<file path="src/rtl/esl_comp_sched_pkg.sv">
`default_nettype none
// +----------------------------------------------------------------------+
// | Module   : esl_comp_sched_pkg                                        |
// | Purpose  : Shared types and constants for the complementary-input    |
// |            self-test scheduler.                                      |
// | Revision : 1.0  initial release                                      |
// +----------------------------------------------------------------------+
package esl_comp_sched_pkg;

  // Sweep controller states.
  typedef enum logic [1:0] {
    ST_IDLE    = 2'd0,
    ST_FORCE   = 2'd1,
    ST_RECOVER = 2'd2,
    ST_FAIL    = 2'd3
  } sched_state_e;

  // Cycles from a pair change at the checker inputs to chk_fault reacting.
  localparam int CHK_LATENCY = 3;

endpackage
`default_nettype wire

</file>
<file path="src/rtl/esl_comp_test_sched_if.sv">
`default_nettype none
// +----------------------------------------------------------------------+
// | Module   : esl_comp_test_sched_if                                    |
// | Purpose  : Signal bundle between the pins/checker side and the       |
// |            self-test scheduler.                                      |
// | Signals  : raw_p/raw_n   pin pairs into the scheduler                |
// |            chk_p/chk_n   pairs to the complementary-input checker    |
// |            chk_fault     checker verdict                             |
// |            clear_req     request to clear latched faults             |
// |            safe_fault, diag_fail, test_busy, test_chan  status       |
// |            test_start    on-demand sweep request, present only when  |
// |                          ESL_COMP_SCHED_ONDEMAND_EN is defined       |
// | Modports : master = environment side, slave = scheduler side         |
// | Revision : 1.0  initial release                                      |
// +----------------------------------------------------------------------+
interface esl_comp_test_sched_if #(
  parameter int P_DATA_WIDTH = 7
);
  localparam int CHAN_W = (P_DATA_WIDTH > 1) ? $clog2(P_DATA_WIDTH) : 1;

  logic [P_DATA_WIDTH-1:0] raw_p;
  logic [P_DATA_WIDTH-1:0] raw_n;
  logic [P_DATA_WIDTH-1:0] chk_p;
  logic [P_DATA_WIDTH-1:0] chk_n;
  logic                    chk_fault;
  logic                    clear_req;
  logic                    safe_fault;
  logic                    diag_fail;
  logic                    test_busy;
  logic [CHAN_W-1:0]       test_chan;
`ifdef ESL_COMP_SCHED_ONDEMAND_EN
  logic                    test_start;

  modport master (
    output raw_p, raw_n, chk_fault, clear_req, test_start,
    input  chk_p, chk_n, safe_fault, diag_fail, test_busy, test_chan
  );
  modport slave (
    input  raw_p, raw_n, chk_fault, clear_req, test_start,
    output chk_p, chk_n, safe_fault, diag_fail, test_busy, test_chan
  );
`else
  modport master (
    output raw_p, raw_n, chk_fault, clear_req,
    input  chk_p, chk_n, safe_fault, diag_fail, test_busy, test_chan
  );
  modport slave (
    input  raw_p, raw_n, chk_fault, clear_req,
    output chk_p, chk_n, safe_fault, diag_fail, test_busy, test_chan
  );
`endif
endinterface
`default_nettype wire

</file>
<file path="src/rtl/esl_fault_filter.sv">
`default_nettype none
// +----------------------------------------------------------------------+
// | Module   : esl_fault_filter                                          |
// | Purpose  : Debounces the checker verdict outside of self-test and    |
// |            holds the safe_fault / diag_fail latches.                 |
// | Ports    : clk, reset (async, active low)                            |
// |            chk_fault  checker verdict                                |
// |            count_en   scheduler idle, filter may count               |
// |            hold       force the filter count to zero                 |
// |            blocked    sweep in progress, clear requests are dropped  |
// |            fail_set   self-test failure event                        |
// |            clear_req  clear request                                  |
// |            safe_fault, diag_fail  latched flags                      |
// |            clear_ok   clear request accepted this cycle              |
// | Revision : 1.0  initial release                                      |
// +----------------------------------------------------------------------+
module esl_fault_filter #(
  parameter int P_FILT = 8
) (
  input  wire logic clk,
  input  wire logic reset,
  input  wire logic chk_fault,
  input  wire logic count_en,
  input  wire logic hold,
  input  wire logic blocked,
  input  wire logic fail_set,
  input  wire logic clear_req,
  output logic      safe_fault,
  output logic      diag_fail,
  output logic      clear_ok
);
  localparam int              CNT_W   = $clog2(P_FILT + 1);
  localparam logic [CNT_W-1:0] CNT_MAX = CNT_W'(P_FILT);

  logic [CNT_W-1:0] cnt_q, cnt_d;
  logic             safe_q, safe_d;
  logic             diag_q, diag_d;
  logic             filt_set;

  always_comb begin
    cnt_d    = cnt_q;
    safe_d   = safe_q;
    diag_d   = diag_q;
    if (hold || !chk_fault) begin
      cnt_d = '0;
    end else if (count_en && (cnt_q != CNT_MAX)) begin
      cnt_d = cnt_q + 1'b1;
    end
    filt_set = (cnt_d == CNT_MAX);
    // A clear is only honoured once the input is quiet and no sweep runs;
    // anything else drops it so a stale request cannot fire later.
    clear_ok = clear_req && (cnt_q == '0) && !blocked;
    // Set has priority over clear.
    if (filt_set || fail_set) begin
      safe_d = 1'b1;
    end else if (clear_ok) begin
      safe_d = 1'b0;
    end
    if (fail_set) begin
      diag_d = 1'b1;
    end else if (clear_ok) begin
      diag_d = 1'b0;
    end
  end

  always_ff @(posedge clk or negedge reset) begin
    if (!reset) begin
      cnt_q  <= '0;
      safe_q <= 1'b0;
      diag_q <= 1'b0;
    end else begin
      cnt_q  <= cnt_d;
      safe_q <= safe_d;
      diag_q <= diag_d;
    end
  end

  assign safe_fault = safe_q;
  assign diag_fail  = diag_q;
endmodule
`default_nettype wire

</file>
<file path="src/rtl/esl_comp_test_sched.sv">
`default_nettype none
// +----------------------------------------------------------------------+
// | Module   : esl_comp_test_sched                                       |
// | Purpose  : Periodically forces each complementary pair to 0/0 in     |
// |            turn and checks that the downstream checker flags and     |
// |            then releases the fault; filters real input faults.      |
// | Ports    : clk, reset (async, active low)                            |
// |            bus (slave) raw_p/raw_n in, chk_p/chk_n out, chk_fault,   |
// |            clear_req in; safe_fault, diag_fail, test_busy,           |
// |            test_chan out                                             |
// | Options  : ESL_COMP_SCHED_ONDEMAND_EN adds bus.test_start, a pulse   |
// |            that starts a sweep from IDLE                             |
// | Revision : 1.0  initial release                                      |
// +----------------------------------------------------------------------+
module esl_comp_test_sched #(
  parameter int P_DATA_WIDTH = 7,
  parameter int P_PERIOD     = 1000,
  parameter int P_SETTLE     = 6,
  parameter int P_FILT       = 8
) (
  input wire logic             clk,
  input wire logic             reset,
  esl_comp_test_sched_if.slave bus
);
  import esl_comp_sched_pkg::*;

  localparam int CHAN_W = (P_DATA_WIDTH > 1) ? $clog2(P_DATA_WIDTH) : 1;
  localparam int PER_W  = $clog2(P_PERIOD);
  localparam int SET_W  = $clog2(P_SETTLE);
  localparam int FL_W   = $clog2(CHK_LATENCY + 1);
  localparam logic [PER_W-1:0]  PER_LAST  = PER_W'(P_PERIOD - 1);
  localparam logic [SET_W-1:0]  SET_LAST  = SET_W'(P_SETTLE - 1);
  localparam logic [CHAN_W-1:0] CHAN_LAST = CHAN_W'(P_DATA_WIDTH - 1);

  sched_state_e            state_q, state_d;
  logic [CHAN_W-1:0]       chan_q, chan_d;
  logic [PER_W-1:0]        period_q, period_d;
  logic [SET_W-1:0]        settle_q, settle_d;
  logic [FL_W-1:0]         flush_q, flush_d;
  logic                    pending_q, pending_d;
  logic [P_DATA_WIDTH-1:0] chk_p_q, chk_p_d, chk_n_q, chk_n_d;
  logic [P_DATA_WIDTH-1:0] force_mask;
  logic                    in_sweep, is_idle, od_start, clear_ok;
  logic                    fail_set, filt_hold, safe_fault, diag_fail;

`ifdef ESL_COMP_SCHED_ONDEMAND_EN
  assign od_start = bus.test_start;
`else
  assign od_start = 1'b0;
`endif

  assign in_sweep = (state_q == ST_FORCE) || (state_q == ST_RECOVER);
  assign is_idle  = (state_q == ST_IDLE);

  always_comb begin
    state_d   = state_q;
    chan_d    = chan_q;
    settle_d  = settle_q;
    pending_d = pending_q;
    // The period counter free-runs so sweep starts keep a fixed cadence.
    period_d  = (period_q == PER_LAST) ? '0 : period_q + 1'b1;
    flush_d   = (flush_q != '0) ? flush_q - 1'b1 : flush_q;
    unique case (state_q)
      ST_IDLE: begin
        if (od_start || pending_q || (period_q == PER_LAST)) begin
          state_d   = ST_FORCE;
          chan_d    = '0;
          settle_d  = '0;
          pending_d = 1'b0;
          if (od_start) begin
            period_d = '0;
          end
        end
      end
      ST_FORCE: begin
        settle_d = settle_q + 1'b1;
        if (bus.chk_fault) begin
          state_d  = ST_RECOVER;
          settle_d = '0;
        end else if (settle_q == SET_LAST) begin
          state_d = ST_FAIL;
        end
      end
      ST_RECOVER: begin
        settle_d = settle_q + 1'b1;
        if (!bus.chk_fault) begin
          settle_d = '0;
          if (chan_q == CHAN_LAST) begin
            state_d = ST_IDLE;
          end else begin
            state_d = ST_FORCE;
            chan_d  = chan_q + 1'b1;
          end
        end else if (settle_q == SET_LAST) begin
          state_d = ST_FAIL;
        end
      end
      ST_FAIL: begin
        pending_d = 1'b0;
        if (clear_ok) begin
          state_d = ST_IDLE;
        end
      end
      default: state_d = ST_IDLE;
    endcase
    // A period boundary during a sweep leaves a single pending start.
    if (in_sweep && (period_q == PER_LAST)) begin
      pending_d = 1'b1;
    end
    // Checker output still reflects forced pairs for a few cycles.
    if ((state_d == ST_IDLE) && (state_q != ST_IDLE)) begin
      flush_d = FL_W'(CHK_LATENCY);
    end
  end

  // Forcing follows the next state so the pair changes on the same edge
  // the FSM enters FORCE, keeping the checker round trip minimal.
  for (genvar i = 0; i < P_DATA_WIDTH; i++) begin : g_force
    assign force_mask[i] = (state_d == ST_FORCE) && (chan_d == CHAN_W'(i));
  end

  assign chk_p_d = bus.raw_p & ~force_mask;
  assign chk_n_d = bus.raw_n & ~force_mask;

  always_ff @(posedge clk or negedge reset) begin
    if (!reset) begin
      state_q   <= ST_IDLE;
      chan_q    <= '0;
      period_q  <= '0;
      settle_q  <= '0;
      flush_q   <= '0;
      pending_q <= 1'b0;
      chk_p_q   <= '0;
      chk_n_q   <= '1;
    end else begin
      state_q   <= state_d;
      chan_q    <= chan_d;
      period_q  <= period_d;
      settle_q  <= settle_d;
      flush_q   <= flush_d;
      pending_q <= pending_d;
      chk_p_q   <= chk_p_d;
      chk_n_q   <= chk_n_d;
    end
  end

  assign fail_set  = in_sweep && (state_d == ST_FAIL);
  assign filt_hold = in_sweep || (flush_q != '0);

  esl_fault_filter #(
    .P_FILT(P_FILT)
  ) u_filter (
    .clk        (clk),
    .reset      (reset),
    .chk_fault  (bus.chk_fault),
    .count_en   (is_idle),
    .hold       (filt_hold),
    .blocked    (in_sweep),
    .fail_set   (fail_set),
    .clear_req  (bus.clear_req),
    .safe_fault (safe_fault),
    .diag_fail  (diag_fail),
    .clear_ok   (clear_ok)
  );

  assign bus.chk_p      = chk_p_q;
  assign bus.chk_n      = chk_n_q;
  assign bus.safe_fault = safe_fault;
  assign bus.diag_fail  = diag_fail;
  assign bus.test_busy  = in_sweep;
  assign bus.test_chan  = chan_q;
endmodule
`default_nettype wire
</file>
<file path="src/flat_wrapper.sv">
// flat-port wrapper written by rule: the top's interface ports become plain ports
module esl_comp_test_sched_flat import esl_comp_sched_pkg::*;
#(
  parameter int P_DATA_WIDTH = 7,
  parameter int P_PERIOD     = 1000,
  parameter int P_SETTLE     = 6,
  parameter int P_FILT       = 8
)
  (clk, reset, bus_raw_p, bus_raw_n, bus_chk_fault, bus_clear_req, bus_chk_p, bus_chk_n, bus_safe_fault, bus_diag_fail, bus_test_busy, bus_test_chan);
  esl_comp_test_sched_if #(.P_DATA_WIDTH(P_DATA_WIDTH)) bus_i ();
  input wire logic clk;
  input wire logic reset;
  input wire logic [$bits(bus_i.raw_p)-1:0] bus_raw_p;
  input wire logic [$bits(bus_i.raw_n)-1:0] bus_raw_n;
  input wire logic [$bits(bus_i.chk_fault)-1:0] bus_chk_fault;
  input wire logic [$bits(bus_i.clear_req)-1:0] bus_clear_req;
  output wire logic [$bits(bus_i.chk_p)-1:0] bus_chk_p;
  output wire logic [$bits(bus_i.chk_n)-1:0] bus_chk_n;
  output wire logic [$bits(bus_i.safe_fault)-1:0] bus_safe_fault;
  output wire logic [$bits(bus_i.diag_fail)-1:0] bus_diag_fail;
  output wire logic [$bits(bus_i.test_busy)-1:0] bus_test_busy;
  output wire logic [$bits(bus_i.test_chan)-1:0] bus_test_chan;
  assign bus_i.raw_p = bus_raw_p;
  assign bus_i.raw_n = bus_raw_n;
  assign bus_i.chk_fault = bus_chk_fault;
  assign bus_i.clear_req = bus_clear_req;
  assign bus_chk_p = bus_i.chk_p;
  assign bus_chk_n = bus_i.chk_n;
  assign bus_safe_fault = bus_i.safe_fault;
  assign bus_diag_fail = bus_i.diag_fail;
  assign bus_test_busy = bus_i.test_busy;
  assign bus_test_chan = bus_i.test_chan;
  esl_comp_test_sched #(.P_DATA_WIDTH(P_DATA_WIDTH), .P_PERIOD(P_PERIOD), .P_SETTLE(P_SETTLE), .P_FILT(P_FILT)) u_core (.clk(clk), .reset(reset), .bus(bus_i));
endmodule
</file>
<file path="config.mk">
export PLATFORM = sky130hd
export DESIGN_NAME = esl_comp_test_sched_flat
export DESIGN_NICKNAME = d
export VERILOG_FILES = /design/src/rtl/esl_comp_sched_pkg.sv /design/src/rtl/esl_comp_test_sched_if.sv /design/src/rtl/esl_fault_filter.sv /design/src/rtl/esl_comp_test_sched.sv /design/src/flat_wrapper.sv
export SDC_FILE = /design/constraint.sdc
export NUM_CORES = 1
export LEC_CHECK = 0
export BUFFER_PORTS_ARGS = -buffer_cell sky130_fd_sc_hd__buf_2
export CORE_ASPECT_RATIO = 0.75
export CORE_UTILIZATION = 50
export CTS_BUF_LIST = sky130_fd_sc_hd__clkbuf_16
export CTS_CLUSTER_DIAMETER = 100
export DETAILED_ROUTE_END_ITERATION = 16
export PLACE_DENSITY = 0.73
export SLEW_MARGIN = 10
export SYNTH_ARGS = -nofsm -noshare
export SYNTH_HDL_FRONTEND = slang
export SYNTH_HIERARCHICAL = 1
export SYNTH_SLANG_ARGS = --single-unit
</file>
<file path="constraint.sdc">
create_clock -name clk -period 6.8 [get_ports clk]
set_input_delay 0.68 -clock clk [delete_from_list [all_inputs] [get_ports clk]]
set_output_delay 0.68 -clock clk [all_outputs]
set_load 0.02 [all_outputs]
</file>
==> results of run 1 <==
## metrics by stage
| step | instances | hold slack [ns] | setup slack, ns |
|---|---|---|---|
| floorplan | 198 | 0.3844 | 4.336 |
| global placement | 290 | 0.4741 | 4.273 |
| detailed placement | 290 | 0.4700 | 4.168 |
| CTS | 298 | 0.4818 | 4.149 |
| global route | 298 | 0.5174 | 3.951 |
| finish | 298 | 0.4788 | 4.094 |
## per-layer routing
metal  track usage  wire, um
met3       0.07907       305
met4       0.07547        54
met1        0.2587      2004
met5             0         0
met2        0.2933      1655
## layout make-up
type / instances / area (um2) / share of cell area
tap: 55 / 68.82 / 0.02740
clock inverter: 3 / 13.76 / 0.005481
multi-input combinational: 141 / 1023 / 0.4076
timing repair buffer: 37 / 185.2 / 0.07374
clock buffer: 5 / 125.1 / 0.04983
sequential: 41 / 1035 / 0.4121
inverter: 16 / 60.06 / 0.02392
## where the power goes
group	switching, W	leakage, nW	internal, W	total, W
clock	0.0000868	0.0748	0.000133	0.000220
sequential	0.0000306	0.505	0.000291	0.000322
combinational	0.000244	0.641	0.000139	0.000382
## worst max-delay path, stage by stage (launching register included)
cell      delay, ns
dfrtp_1        0.48
inv_1          0.12
ha_1           0.38
nor2_1         0.11
nand4b_1       0.18
inv_1          0.11
nand3b_1       0.11
a21oi_1        0.08
or2_2          0.32
a21boi_0       0.14
and3_1         0.22
a21o_1         0.15
a31o_1         0.18
## registers in the layout, indices dropped and copies added (netlist names)
name,cells
u_core/period_q,10
u_core/u_filter/safe_fault,1
u_core/state_q,2
u_core/u_filter/diag_fail,1
u_core/pending_q,1
u_core/u_filter/cnt_q,4
u_core/bus.chk_p,7
u_core/bus.chk_n,7
u_core/bus.test_chan,3
u_core/settle_q,3
u_core/flush_q,2
## path summary, 6_finish.rpt
path / to / cells after the start / slack (ns)
worst max-delay path: u_core/u_filter/safe_fault / 12 / 4.09
worst max register to register: u_core/u_filter/safe_fault / 12 / 4.09
min in group asynchronous: u_core/period_q[8] / 1 / 0.50
worst min-delay path: u_core/u_filter/diag_fail / 1 / 0.48
worst min register to register: u_core/u_filter/diag_fail / 1 / 0.48
max in group asynchronous: u_core/bus.chk_p[4] / 1 / 5.75
## synthesized netlist by cell type, drive strengths merged (2+ instances only)
master / count
nor3: 4
nand3: 4
ha: 13
nand3b: 3
a31oi: 2
nor4: 2
xnor2: 3
nor2: 17
a21boi: 13
o31ai: 3
a31o: 2
xor2: 5
mux2i: 2
inv: 16
nand4b: 2
dfrtp: 34
nand2: 12
nor2b: 5
nand2b: 7
a22o: 2
and3: 4
a21oi: 9
dfstp: 7
o2bb2ai: 2
a21o: 4
o21ai: 6
## cell families (layout without fill, tap and decap cells)
kind of cell | after synthesis | in the layout | share of synthesized area
and+or+nand+nor | 65 | 65 | 0.1843
muxes | 3 | 3 | 0.01654
buffers and inverters | 16 | 61 | 0.02835
xor gates and xnor gates | 8 | 8 | 0.03308
adders and majority gates | 13 | 13 | 0.07679
AOI/OAI and AO/OA | 52 | 52 | 0.1725
DFF | 41 | 41 | 0.4885
## layout by cell type, fill, tap and decap left out, types with 5 or more instances in the layout
master      n
ha_1       13
clkbuf_16   5
inv_1      16
xor2_1      5
nor2_1     17
nor2b_1     5
dfrtp_1    34
nand2b_1    7
o21ai_0     6
dfstp_2     7
buf_2      37
a21oi_1     9
nand2_1    11
a21boi_0   10
==> impl_metrics.yaml, run 1 <==
outcome:
  outcome: "finished clean"
clocking:
  hold_buffers: 0
  cts_tree: "done"
  clock-sinks: 41
  root_buffer: "clkbuf_16"
  clk_latency_ns: 0.28
  htree_num_levels: 2
  cts_made_buffers: 5
  cts_buffer_depth: 2
  cts_setup_buffers: 0
  cts_resized: 0
  clk_pin_slew_ns: 0.05
synthesis:
  synth_area_leaders: "dfrtp_1 40%, dfstp_2 8.7%, ha_1 7.7%"
  ys_ff_latch: 41
  async_flop_share: 1.000
  synth-seq-area-share: 0.4885
  synth_edf_count: 0
  yosysUniqueCellTypes: 49
  syn-num-nets: 229
  syn-instance-count: 198
  yosysTopAreaCell: "dfrtp_1"
  yosysTopAreaCellShare: 0.4017
  syn_avg_cell_area_um2: 10.70
  syn_area_mm2: 0.002118
  ys_warn_count: 6
  dominantRegCellSynth: "dfrtp_1"
cells_and_area:
  drive_gt1_frac: 0.2510
  postLayoutCellArea_mm2: 0.002511
  nNetsFinal: 273
  area.growth.synth_to_final_pct: 18.55
  fin_util: 0.6194
  fillers: 352
  antenna_cells: 0
timing:
  skew_ns: 0.003673
  rsz0062_at_grt: "no"
  tightest_slew_ns: 1.096
  min_period_over_period: 0.3979
  hold_viol: 0
  slew_viol_final: 0
  setup_tns_ns: 0
  min_period_ns: 2.706
  setup_viol_count_final: 0
  max_freq_ghz: 0.3696
  relSlewSlack: 0.2627
run:
  drv_cap: 0
routing:
  drc: 0
  wl_per_cell_um: 13.49
  drt_iter0_drc: 67
  avgViaCountPerCell: 5.279
  first_pass_iters: 4
  vias: 1573
  totalWireLength_mm: 4.019
  antenna_left: 0
critical_path:
  cp_max_fo: 7
  worst_ep_arrival_time_ns: 2.87
  critPathCaptureType: "register"
  cp-start-kind: "register"
  timing.rr.start: "u_core/state_q[0]"
  worstSetupPathType: "reg2reg"
  worstPathRequired_ns: 6.97
  startpoint: "u_core/state_q[0]"
grt:
  track_usage: 0.1962
  first_global_vias: 1492
  grt_max_degree: 42
  grt.overflow.total: 0
  grt_pass1_wl_mm: 6.624
  antenna_found_initial: 0
power:
  total_power_w: 0.0009234
  power_density_mw_per_mm2: 367.7
  ir_worst_vdd_mv: 0.1992
  leakagePower_nw: 1.221
floorplan:
  die_area_mm2: 0.004504
  start_util: 0.5225
  design.core.area_mm2: 0.004054
  die_w_um: 77.16
  row_count: 20
  io-pin-count: 38
  die_y_um: 58.37
hold_path:
  hp-start: "u_core/u_filter/diag_fail"
  hp-class: "reg2reg"
placed_design:
  numPortBuffers: 37
  placed_area_mm2: 0.002372
  gp_congestion: 0.8123
  dp_hpwl_mm: 3.002
Power figures use the tool's default switching activity.
==> run 2, diff against run 1 <==
==> constraint.sdc (replaced) <==
create_clock -name clk -period 2.7 [get_ports clk]
set_input_delay 0.27 -clock clk [delete_from_list [all_inputs] [get_ports clk]]
set_output_delay 0.27 -clock clk [all_outputs]
set_load 0.02 [all_outputs]
==> run 2 against run 1 <==
  * Cell count increased by 1.3%
  * Sequential cell count unchanged
  * Total power grew to 2.6 times the previous value
  * Wire length is 2.6% higher
  * Die area unchanged
  * Maximum frequency increased by 5.7%
  * Via count increased by 2.5%
  * Setup slack lost 4.0 ns
  * Critical path depth did not move
  * Largest power group unchanged
==> impl_metrics.yaml, run 2 (synthesized netlist as in run 1, its figures left out) <==
clocking:
  clock-sinks: 41
  hold_buffers: 0
  cts_buffer_depth: 2
  root_buffer: "clkbuf_16"
  clk_pin_slew_ns: 0.06
  cts_tree: "done"
  cts_setup_buffers: 0
  cts_resized: 0
  clk_latency_ns: 0.28
  htree_num_levels: 2
  cts_made_buffers: 5
timing:
  tightest_slew_ns: 0.8780
  rsz0062_at_grt: "no"
  min_period_ns: 2.560
  max_freq_ghz: 0.3906
  hold_viol: 0
  min_period_over_period: 0.9483
  setup_tns_ns: 0
  relSlewSlack: 0.4146
  setup_viol_count_final: 0
  slew_viol_final: 0
  skew_ns: 0.005884
routing:
  drc: 0
  vias: 1613
  totalWireLength_mm: 4.125
  drt_iter0_drc: 83
  avgViaCountPerCell: 5.341
  antenna_left: 0
  first_pass_iters: 4
  wl_per_cell_um: 13.66
grt:
  grt_max_degree: 42
  track_usage: 0.2031
  first_global_vias: 1449
  antenna_found_initial: 0
  grt_pass1_wl_mm: 6.975
  grt.overflow.total: 0
critical_path:
  critPathCaptureType: "register"
  reg2reg_depth: 12
  worst_ep_arrival_time_ns: 2.72
  worst_r2r_endpoint: "u_core/u_filter/safe_fault"
  timing.rr.start: "u_core/state_q[1]"
  worstSetupPathType: "reg2reg"
  reg2reg_slack_ns: 0.14
  cp-start-kind: "register"
  cp_max_fo: 6
  worstPathRequired_ns: 2.86
cells_and_area:
  fin_cells: 302
  largest_reg_flops: 10
  final_common_cell: "buf_2"
  fillers: 341
  top_register: "u_core/period_q"
  mostFrequentLayoutCells: "37 x buf_2, 33 x dfrtp_1, 17 x nor2_1"
  nNetsFinal: 277
  area.growth.synth_to_final_pct: 20.56
  antenna_cells: 0
  drive_gt1_frac: 0.2794
outcome:
  outcome: "finished clean"
floorplan:
  die_area_mm2: 0.004504
  start_util: 0.5225
  row_count: 20
  io-pin-count: 38
  die_y_um: 58.37
  design.core.area_mm2: 0.004054
  die_w_um: 77.16
power:
  intPower_w: 0.001459
  p_sw_w: 0.0009512
  comb_power_share: 0.429
  pwr-share-seq: 0.332
  power_density_mw_per_mm2: 943.9
  pwr-share-clk: 0.239
  swShare: 0.3946
  ir_worst_vdd_mv: 0.5430
  leakagePower_nw: 1.237
hold_path:
  hp-class: "in2async"
placed_design:
  gp_congestion: 0.8684
  post-place-cells: 294
  numPortBuffers: 37
  dp_hpwl_mm: 2.985
run:
  drv_cap: 0
[run 2: cell type report]
class | instances | area, um2 | share of cell area
clock buffer | 5 | 125.1 | 0.04900
clock inverter | 3 | 22.52 | 0.008819
inverter | 16 | 60.06 | 0.02352
multi-input combinational | 141 | 1026 | 0.4018
sequential | 41 | 1036 | 0.4057
tap | 55 | 68.82 | 0.02695
timing repair buffer | 41 | 215.2 | 0.08427
[run 2: metal layers]
layer	vias up	wire length, um	GRT usage
li1	798	-	-
met1	768	2139	0.3085
met2	43	1730	0.2832
met3	4	223	0.05271
met4	0	31	0.06469
met5	-	0	0
[run 2: power groups by stage]
stage	Clock, W	Sequential [W]	Combinational, W
after floorplan	0	0.000896	0.000616
after global placement	0	0.000804	0.00100
after detailed placement	0	0.000807	0.00101
after CTS	0.000591	0.000801	0.00102
after global routing	0.000617	0.000817	0.00114
final	0.000577	0.000801	0.00103
[run 2: per-stage QoR]
step	hold slack, ns	worst slack [ns]	instance area [um2]	power, W	util
floorplan	-0.02559	0.2364	2118	0.001513	-
global route	0.1735	0.006457	2554	0.002576	0.6299
finish	0.1082	0.1397	2554	0.002411	0.6299
detailed placement	0.4527	0.08742	2402	0.001820	0.5926
CTS	0.1529	0.07682	2550	0.002415	0.6290
global placement	0.4438	0.2373	2402	0.001808	0.5926
[run 2: worst max-delay path by stage]
stage | from | to | slack, ns | depth (start not counted)
after floorplan | u_core/state_q[0] | u_core/u_filter/safe_fault | 0.24 | 12
after global placement | u_core/state_q[1] | u_core/u_filter/safe_fault | 0.24 | 12
after detailed placement | u_core/state_q[1] | u_core/u_filter/safe_fault | 0.09 | 12
after CTS | u_core/state_q[1] | u_core/u_filter/safe_fault | 0.08 | 12
after global routing | u_core/state_q[1] | u_core/u_filter/safe_fault | 0.006 | 12
final | u_core/state_q[1] | u_core/u_filter/safe_fault | 0.14 | 12
[run 2: worst max-delay path, cell delays in order, from the launching register on]
cell and delay (ns):
dfrtp_2 0.44, inv_2 0.10, ha_2 0.30, nor2_1 0.10
nand4b_1 0.17, inv_1 0.11, nand3b_1 0.11, a21oi_1 0.09
or2_2 0.33, a21boi_0 0.15, and3_1 0.22, a21o_1 0.15
a31o_1 0.18
